<file path="config.mk">
export PLATFORM = sky130hd
export DESIGN_NAME = interrupt_controller
export DESIGN_NICKNAME = d
export VERILOG_FILES = /design/src/rtl/interrupt_controller.sv
export SDC_FILE = /design/constraint.sdc
export NUM_CORES = 1
export LEC_CHECK = 0
export BUFFER_PORTS_ARGS = -buffer_cell sky130_fd_sc_hd__buf_2
export CORE_MARGIN = 2
export CORE_UTILIZATION = 43
export DETAILED_ROUTE_END_ITERATION = 6
export PLACE_DENSITY = 0.81
export SLEW_MARGIN = 20
export SYNTH_ARGS = -nofsm -noshare
export SYNTH_HDL_FRONTEND = slang
export SYNTH_SLANG_ARGS = --single-unit
</file>
<file path="constraint.sdc">
create_clock -name clk -period 2.11 [get_ports clk]
set_clock_uncertainty 0.15 [all_clocks]
set_input_delay 0.3165 -clock clk [delete_from_list [all_inputs] [get_ports clk]]
set_output_delay 0.3165 -clock clk [all_outputs]
set_load 0.02 [all_outputs]
</file>
<file path="src/rtl/interrupt_controller.sv">
`default_nettype none
// ============================================================================
// Module   : interrupt_controller
// Purpose  : Interrupt factor/mask register file for a 4-bit CPU. Timer,
//            stopwatch, programmable-timer, serial and optional K-port
//            falling-edge events latch factor flags. The CPU reads a flag
//            register to clear it. A factor ANDed with its mask drives a bit
//            of the interrupt request vector.
// Ports    : clk, reset (sync, active high), clk_en (CPU-rate enable)
//            memory_addr/read_en/write_en/write_data  - CPU bus inputs
//            memory_read_data/memory_read_hit         - register readback
//            ev_clock[3:0], ev_stopwatch[1:0], ev_prog_timer, ev_serial
//            k0_in[3:0], k1_in[3:0]                   - synchronised K pins
//            interrupt_req[14:0]                      - request vector
// Config   : define INTERRUPT_K_INPUT_EN to build the K-port edge logic
//            (IK0/IK1/EIK0/EIK1). Without it those registers read as 0.
// Revision : 1.0 - initial release
// ============================================================================
module interrupt_controller (
   input  logic        clk,
   input  logic        reset,
   input  logic        clk_en,
   input  logic [11:0] memory_addr,
   input  logic        memory_read_en,
   input  logic        memory_write_en,
   input  logic [3:0]  memory_write_data,
   output logic [3:0]  memory_read_data,
   output logic        memory_read_hit,
   input  logic [3:0]  ev_clock,
   input  logic [1:0]  ev_stopwatch,
   input  logic        ev_prog_timer,
   input  logic        ev_serial,
   input  logic [3:0]  k0_in,
   input  logic [3:0]  k1_in,
   output logic [14:0] interrupt_req
);

   // Factor (flag) registers
   logic [3:0] it;
   logic [1:0] isw;
   logic       ipt;
   logic       isio;
   logic       ik0;
   logic       ik1;
   // Mask registers
   logic [3:0] eit;
   logic [1:0] eisw;
   logic       eipt;
   logic       eisio;
   logic [3:0] eik0;
   logic [3:0] eik1;

   // Bus decode: a read of a factor register clears it at the edge ending it.
   logic rd_it, rd_isw, rd_ipt, rd_isio, rd_ik0, rd_ik1;
   logic wr_eit, wr_eisw, wr_eipt, wr_eisio, wr_eik0, wr_eik1;

   assign rd_it    = memory_read_en  && (memory_addr == 12'hF00);
   assign rd_isw   = memory_read_en  && (memory_addr == 12'hF01);
   assign rd_ipt   = memory_read_en  && (memory_addr == 12'hF02);
   assign rd_isio  = memory_read_en  && (memory_addr == 12'hF03);
   assign rd_ik0   = memory_read_en  && (memory_addr == 12'hF04);
   assign rd_ik1   = memory_read_en  && (memory_addr == 12'hF05);
   assign wr_eit   = memory_write_en && (memory_addr == 12'hF10);
   assign wr_eisw  = memory_write_en && (memory_addr == 12'hF11);
   assign wr_eipt  = memory_write_en && (memory_addr == 12'hF12);
   assign wr_eisio = memory_write_en && (memory_addr == 12'hF13);
   assign wr_eik0  = memory_write_en && (memory_addr == 12'hF14);
   assign wr_eik1  = memory_write_en && (memory_addr == 12'hF15);

   // Core factors and masks. The event is ORed after the read-clear so a
   // flag raised on the same edge as its clearing read survives.
   always_ff @(posedge clk) begin
      if (reset) begin
         it    <= 4'h0;
         isw   <= 2'h0;
         ipt   <= 1'b0;
         isio  <= 1'b0;
         eit   <= 4'h0;
         eisw  <= 2'h0;
         eipt  <= 1'b0;
         eisio <= 1'b0;
      end else if (clk_en) begin
         it   <= (rd_it   ? 4'h0 : it)   | ev_clock;
         isw  <= (rd_isw  ? 2'h0 : isw)  | ev_stopwatch;
         ipt  <= (rd_ipt  ? 1'b0 : ipt)  | ev_prog_timer;
         isio <= (rd_isio ? 1'b0 : isio) | ev_serial;
         if (wr_eit)   eit   <= memory_write_data;
         if (wr_eisw)  eisw  <= memory_write_data[1:0];
         if (wr_eipt)  eipt  <= memory_write_data[0];
         if (wr_eisio) eisio <= memory_write_data[0];
      end
   end

`ifdef INTERRUPT_K_INPUT_EN
   logic [3:0] k0_prev;
   logic [3:0] k1_prev;
   logic       k0_fall;
   logic       k1_fall;

   // Mask is applied at the edge itself, so enabling a mask later never
   // replays an edge that was already missed.
   assign k0_fall = |(k0_prev & ~k0_in & eik0);
   assign k1_fall = |(k1_prev & ~k1_in & eik1);

   always_ff @(posedge clk) begin
      if (reset) begin
         // Seed history with live pin levels so no edge appears after reset.
         k0_prev <= k0_in;
         k1_prev <= k1_in;
         ik0     <= 1'b0;
         ik1     <= 1'b0;
         eik0    <= 4'h0;
         eik1    <= 4'h0;
      end else if (clk_en) begin
         k0_prev <= k0_in;
         k1_prev <= k1_in;
         ik0     <= (rd_ik0 ? 1'b0 : ik0) | k0_fall;
         ik1     <= (rd_ik1 ? 1'b0 : ik1) | k1_fall;
         if (wr_eik0) eik0 <= memory_write_data;
         if (wr_eik1) eik1 <= memory_write_data;
      end
   end
`else
   logic unused_k_inputs;

   assign ik0  = 1'b0;
   assign ik1  = 1'b0;
   assign eik0 = 4'h0;
   assign eik1 = 4'h0;
   assign unused_k_inputs = ^{k0_in, k1_in, rd_ik0, rd_ik1, wr_eik0, wr_eik1};
`endif

   // Combinational register readback
   always_comb begin
      memory_read_data = 4'h0;
      memory_read_hit  = 1'b0;
      if (memory_read_en) begin
         memory_read_hit = 1'b1;
         case (memory_addr)
            12'hF00: memory_read_data = it;
            12'hF01: memory_read_data = {2'b00, isw};
            12'hF02: memory_read_data = {3'b000, ipt};
            12'hF03: memory_read_data = {3'b000, isio};
            12'hF04: memory_read_data = {3'b000, ik0};
            12'hF05: memory_read_data = {3'b000, ik1};
            12'hF10: memory_read_data = eit;
            12'hF11: memory_read_data = {2'b00, eisw};
            12'hF12: memory_read_data = {3'b000, eipt};
            12'hF13: memory_read_data = {3'b000, eisio};
            12'hF14: memory_read_data = eik0;
            12'hF15: memory_read_data = eik1;
            default: memory_read_hit  = 1'b0;
         endcase
      end
   end

   // K factors are already masked at the edge, so they drive requests directly.
   always_comb begin
      interrupt_req     = 15'h0000;
      interrupt_req[1]  = |(it & eit);
      interrupt_req[3]  = |(isw & eisw);
      interrupt_req[5]  = ik0;
      interrupt_req[7]  = isio & eisio;
      interrupt_req[9]  = ik1;
      interrupt_req[11] = ipt & eipt;
   end

endmodule
`default_nettype wire

</file>
; Word-level counts from Yosys, hierarchy flattened
; Index checks and enable logic that the tools add are counted.
[totals]
register_bits = 16
input_bits = 37
[classes]
n_eq_ne = 12
mux = 8
n_bitwise = 8
reduce_logical = 15
[ops]
columns = op, n
row1 = "12-bit == test, second input constant", 12
row2 = 4-bit one-hot mux with 8 select lines, 1
row3 = 12-bit OR reduction, 1
row4 = 1-bit logical AND, 8
row5 = 4-bit two-way mux, 2
row6 = 2-bit AND reduction, 4
row7 = 4-bit AND, 1
row8 = 1-bit two-way mux, 4
row9 = 4-bit bitwise OR, 1
row10 = 4-bit OR reduction, 1
row11 = 1-bit AND, 2
row12 = 2-bit AND, 1
row13 = 2-bit two-way mux, 1
row14 = 1-bit bitwise OR, 2
row15 = 2-bit bitwise OR, 1
row16 = 2-bit OR reduction, 1

; Longest topological paths before layout
; Gate-level depths: netlist (run 1).
[depth]
depth_word = 4
depth_mapped = 4
ltp_nobuf = 3

; Worst setup path after synthesis (run 1)
; Ideal clock, no wire load.
[synth_path]
path_kind = input to output
from = in memory_addr[0]
to = out memory_read_data[2]
arrival_time_ns = 1.490
slack_ns = 0.153
cell_stages = 3
path_buffers = 1
cell_sequence = buf_6 or4_4 nor3_1
[synth_via]
elab_chain_cells = 3
elab_cells_between_ends = 10
cone_classes = eq/ne: 8 / mux: 2
[synth_lines]
columns = item, line
row1 = "start, declared", 23  ; input logic [11:0] memory_addr,
row2 = 12-bit == test, 139  ; case (memory_addr)
row3 = 4-bit one-hot mux with 8 select lines *, 139
row4 = 4-bit two-way mux *, 137  ; if (memory_read_en) begin
row5 = "end, declared", 27  ; output logic [3:0] memory_read_data,
; Every way passes the cells marked *; elsewhere a longest branch is shown, timed or not.

; Worst setup path after layout (run 1)
[layout_path]
from = in memory_addr[5]
to = out memory_read_data[1]
; Same word-level chain as after synthesis.

==> results.json, run 1 <==
{
  "dr_total_vias": 950,
  "multi_input_area_um2": 623,
  "syn_avg_cell_area_um2": 9.32,
  "clock-root-buffer": "clkbuf_4",
  "syn_area_mm2": 0.00102,
  "start_kind": "input pin",
  "ys_types": 33,
  "synth_top_area_share": 0.315,
  "row_count": 17,
  "syn_to_final_growth_pct": 21.4,
  "peakVddDrop_mv": 0.384,
  "crit_slowest_cell": "nor3_1",
  "die_x_um": 52.6,
  "synth_area_leader_cell": "dfxtp_1",
  "antenna_left": 0,
  "register_area_um2": 320,
  "status": "finished, final reports clean",
  "grt.total_usage": 0.174,
  "synth_seq_area_share": 0.315,
  "worstPathRequired_ns": 1.64,
  "critical_path.max_stage_delay_ns": 0.32,
  "critical_path_class": "input pin to output pin",
  "synth_seq_cells": 16,
  "viasPerCell": 5.37,
  "cts_setup_buffers": 0,
  "dp_hpwl_um": 1990,
  "clock_latency_ns": 0.28,
  "synthCells": 109,
  "htreeDepth": 1,
  "finish.utilization": 0.552,
  "fin_nets": 187,
  "cts.sinks": 16,
  "ctsResizeCount": 0,
  "ctsHoldBuffers": 0,
  "grt_first_pass_wirelength_um": 3590,
  "setup_viol": 0,
  "path_cells": "buf_2, nor3_1, nand4_1, nor3b_1, buf_2",
  "p_leak_nw": 0.540,
  "setup.worst_path.end_class": "output pin",
  "fmax_mhz": 513,
  "critPathArrivalTime_ns": 1.48,
  "drt_iter0_markers": 28,
  "grt_overflow": 0,
  "clockBufferDepth": 2,
  "path_common_cell": "buf_2",
  "place_congestion": 0.751,
  "worstHoldPathType": "input pin to flip-flop",
  "drive_above_1_share": 0.356,
  "cts_tree": "yes",
  "ios": 57,
  "diodes": 0,
  "wirelength_um": 2370,
  "grt_pass1_vias": 886,
  "drc": 0,
  "io_buffer_count": 37,
  "cts_buffers": 3,
  "hold_viol": 0,
  "yosysWarnings": 0,
  "path_delay_family": "simple AND/OR/NAND/NOR gates",
  "dp_slack_ns": -0.00408,
  "slew_viol_final": 0,
  "fillers": 216,
  "setup_slack_ns": 0.162,
  "cp_num_buf_inv": 2,
  "cap_violations": 0,
  "grt_max_degree": 14,
  "dieArea_mm2": 0.00277,
  "initial_core_util": 0.455,
  "wl_per_cell_um": 13.4,
  "power_density_mw_per_mm2": 513,
  "grt_antenna_before_repair": 0,
  "ys_top_cells_by_area": "dfxtp_1 (32%), mux2i_1 (9.9%), buf_4 (8.1%)",
  "crit_fanout": 4,
  "core-area_mm2": 0.00223,
  "grt_setup_unrepaired": "false",
  "fin_crit_sh": 0.923,
  "clk_pin_slew_ns": 0.09,
  "min_period_ns": 1.95,
  "die_y_um": 52.6,
  "drt_first_pass_iters": 4
}
==> layout make-up <==
type | instances | area share
timing repair buffer | 41 | 0.174
sequential | 16 | 0.260
tap | 28 | 0.0284
clock buffer | 4 | 0.0294
inverter | 1 | 0.00304
multi-input combinational | 87 | 0.505
==> worst register-to-register path: cells and delay by family, from the launching register on <==
kind	cells	cell delay (ns)
compound gates	2	0.23
flops	1	0.37
==> path summary, 6_finish.rpt <==
kind / startpoint / end / slack (ns) / depth (start not counted)
min reg2reg: eipt$_SDFFE_PP0P_ / eipt$_SDFFE_PP0P_ / 0.33 / 2
max reg2reg: isw[0]$_SDFFE_PP0P_ / isw[0]$_SDFFE_PP0P_ / 1.30 / 2
min: ev_clock[2] / it[2]$_SDFFE_PP0P_ / 0.1 / 2
max: memory_addr[5] / memory_read_data[1] / 0.16 / 5
==> synthesized netlist by cell type, drive strengths merged <==
master,instances
o41ai,4
mux2,1
a21oi,5
a221oi,1
or4b,3
nor2b,3
a22oi,2
or4,1
nor4,4
o41a,1
a211oi,1
dfxtp,16
nand4b,1
and4,1
mux2i,10
nor3b,1
buf,13
and2,2
clkbuf,2
or4bb,1
nor2,2
nand2,18
inv,1
nand4,3
nand2b,1
a22o,5
nor3,3
mux4,2
conb,1
==> flip-flops by register name (all words and copies together) (netlist names) <==
name and cells:
eisio 1, ipt 1, eipt 1, eisw 2, isw 2, eit 4, isio 1, it 4
==> logic make-up (layout without fill, tap and decap cells) <==
| group | count (synthesis) | in the layout | share of synthesized area |
|---|---|---|---|
| AO/OA/AOI/OAI | 19 | 19 | 0.144 |
| other | 1 | 11 | 0.00369 |
| AND/OR/NAND/NOR | 44 | 44 | 0.275 |
| buffers and inverters | 16 | 46 | 0.108 |
| multiplexers | 13 | 13 | 0.154 |
| flip-flops | 16 | 16 | 0.315 |
==> report_power, final <==
group	internal [W]	switching, W
sequential	0.000313	0.00000907
combinational	0.0000466	0.0000639
clock	0.000105	0.0000946
==> cell usage in the layout, fill, tap and decap left out, drive strengths merged <==
| cell | count |
|---|---|
| buf | 41 |
| nand2 | 18 |
| dfxtp | 16 |
| conb | 11 |
| mux2i | 10 |
| a22o | 5 |
| a21oi | 5 |
| o41ai | 4 |
| clkbuf | 4 |
| nor4 | 4 |
| nor3 | 3 |
| nand4 | 3 |
| nor2b | 3 |
| or4b | 3 |
| nor2 | 2 |
| mux4 | 2 |
| a22oi | 2 |
| and2 | 2 |
| and4 | 1 |
| nor3b | 1 |
| mux2 | 1 |
| a221oi | 1 |
| a211oi | 1 |
| or4 | 1 |
| nand4b | 1 |
| nand2b | 1 |
| inv | 1 |
| o41a | 1 |
| or4bb | 1 |
==> stage by stage <==
stage	TNS [ns]	instances	total power, W	cell area, um2	hold WS [ns]
global route	0	177	0.000659	1230	0.102
global placement	0	173	0.000436	1200	0.312
floorplan	0	119	0.000409	1050	0.236
finish	0	177	0.000633	1230	0.0986
CTS	0	177	0.000638	1230	0.0978
detailed placement	-0.00408	173	0.000439	1200	0.323
==> metal layers <==
metal | vias up | GRT usage | wire length [um]
met4 | 0 | 0.0641 | 44
met3 | 6 | 0.0200 | 115
met1 | 445 | 0.199 | 1010
li1 | 468 | - | -
met5 | - | 0 | 0
met2 | 31 | 0.327 | 1190
(Power assumes the default switching activity.)
==> inputs of run 2 (changes only) <==
TNS_END_PERCENT = 50   (was default)
clock period = 1.9 ns   (was 2.11 ns; I/O delays follow)
==> run 2 against run 1 <==
Global-route usage grew 2.8 points. Worst setup slack got worse by 0.15 ns. Utilization grew 2.3 points. Total power is 5.5% higher. Clock power shrank 13%. Sequential power is 11% higher. Critical path depth decreased by 1. Routed wire length rose by 7.0%. Final area rose by 4.2%. Combinational power is 22% higher. Final cell count grew 3.4%.
==> results.json, run 2 (synthesis results as in run 1) <==
{
  "grt_antenna_before_repair": 0,
  "min_to": "it[2]$_SDFFE_PP0P_",
  "total_power_w": 0.000668,
  "rr_worst_depth": 2,
  "grt_max_degree": 14,
  "syn_to_final_growth_pct": 26.5,
  "row_count": 17,
  "cts_setup_buffers": 0,
  "top_regs": "eit: 4 flops, it: 4 flops",
  "whs_ns": 0.0647,
  "drive_above_1_share": 0.400,
  "critPathArrivalTime_ns": 1.45,
  "p_leak_nw": 0.571,
  "grt_pass1_vias": 1000,
  "crit_fanout": 3,
  "htreeDepth": 1,
  "grt_first_pass_wirelength_um": 4100,
  "ios": 57,
  "worstHoldPathType": "input pin to flip-flop",
  "io_buffer_count": 37,
  "hp-start": "ev_clock[2]",
  "initial_core_util": 0.455,
  "final_cell_mix": "buf_2 (37), nand2_1 (18), dfxtp_1 (15)",
  "path_cells": "mux4_2, nor2b_1, a211oi_1, buf_2",
  "setup_viol": 0,
  "cts_buffers": 3,
  "hold_viol": 0,
  "start_kind": "flip-flop",
  "viasPerCell": 5.37,
  "critical_path.max_stage_delay_ns": 0.48,
  "cap_violations": 0,
  "critical_path_class": "flip-flop to output pin",
  "drc": 0,
  "r2r_slack_ns": 1.06,
  "setup-tns-final_ns": 0,
  "drt_iter0_markers": 10,
  "setup.worst_path.end_class": "output pin",
  "clockBufferDepth": 2,
  "r2r-end": "isw[0]$_SDFFE_PP0P_",
  "min_period_ns": 1.89,
  "dieArea_mm2": 0.00277,
  "dr_total_vias": 983,
  "setup_slack_ns": 0.0117,
  "wl_per_cell_um": 13.8,
  "wirelength_um": 2530,
  "grt_overflow": 0,
  "clock-root-buffer": "clkbuf_4",
  "status": "finished, final reports clean",
  "fin_nets": 194,
  "cts_tree": "yes",
  "crit_slowest_cell": "mux4_2",
  "diodes": 0,
  "power_density_mw_per_mm2": 519,
  "peakVddDrop_mv": 0.462,
  "grt.total_usage": 0.203,
  "slew_viol_final": 0,
  "fin_crit_sh": 0.994,
  "die_y_um": 52.6,
  "ctsHoldBuffers": 0,
  "clock_latency_ns": 0.29,
  "grt_setup_unrepaired": "true",
  "cts.sinks": 16,
  "drt_first_pass_iters": 5,
  "fmax_mhz": 530,
  "dp_slack_ns": -0.0825,
  "whs_path_depth": 2,
  "antenna_left": 0,
  "clk_pin_slew_ns": 0.08,
  "final_common_cell": "buf_2",
  "place_congestion": 0.775,
  "finish.utilization": 0.575,
  "core-area_mm2": 0.00223,
  "r2r_start": "isw[0]$_SDFFE_PP0P_",
  "dp_hpwl_um": 2100,
  "worstPathRequired_ns": 1.46,
  "die_x_um": 52.6
}
==> run 2: layer usage <==
metal	up-vias	track usage	part of all wire
met1	456	0.222	0.42
met2	41	0.358	0.51
met3	5	0.0343	0.053
met5	-	0	0
li1	481	-	-
met4	0	0.124	0.017
==> run 2: worst max path at each step <==
stage | start | to | cells past startpoint
after floorplan | memory_addr[0] | memory_read_data[2] | 3
after global placement | memory_addr[5] | eisio$_SDFFE_PP0P_ | 5
after detailed placement | memory_addr[5] | eisio$_SDFFE_PP0P_ | 5
after CTS | eisio$_SDFFE_PP0P_ | memory_read_data[0] | 4
after global routing | eisio$_SDFFE_PP0P_ | memory_read_data[0] | 4
final | eisio$_SDFFE_PP0P_ | memory_read_data[0] | 4
==> run 2: timing repair <==
action,CTS,global route
resized for setup,1,2
gates cloned,0,0
endpoints found under the setup margin,1,4
pin swaps,0,0
==> run 2: layout make-up <==
| class | count | area [um2] |
|---|---|---|
| Clock buffer | 3 | 22.5 |
| Fill cell | 212 | 948 |
| Tap cell | 28 | 35.0 |
| Multi-Input combinational cell | 87 | 634 |
| Sequential cell | 16 | 322 |
| Inverter | 1 | 3.75 |
| Timing Repair Buffer | 48 | 268 |
==> run 2: metrics by stage <==
step                      cell area [um2]  cells
after CTS                            1270    183
after global routing                 1280    183
after global placement               1250    180
final                                1280    183
after detailed placement             1250    180
after floorplan                      1050    119
==> run 2: report_power, final <==
group | leakage [nW] | total [W] | internal, W | switching (W)
registers | 0.131 | 0.000359 | 0.000348 | 0.0000108
logic | 0.426 | 0.000135 | 0.0000590 | 0.0000760
clock network | 0.0138 | 0.000174 | 0.0000738 | 0.000100
total | 0.571 | 0.000668 | 0.000481 | 0.000187
==> run 2: worst max-delay path: cells and delay by family, from the launching register on <==
kind / cells / cell delay [ns]
buffers and inverters: 1 / 0.17
flip-flops: 1 / 0.34
multiplexers: 1 / 0.48
AND/OR/NAND/NOR: 1 / 0.12
AO/OA/AOI/OAI: 1 / 0.05
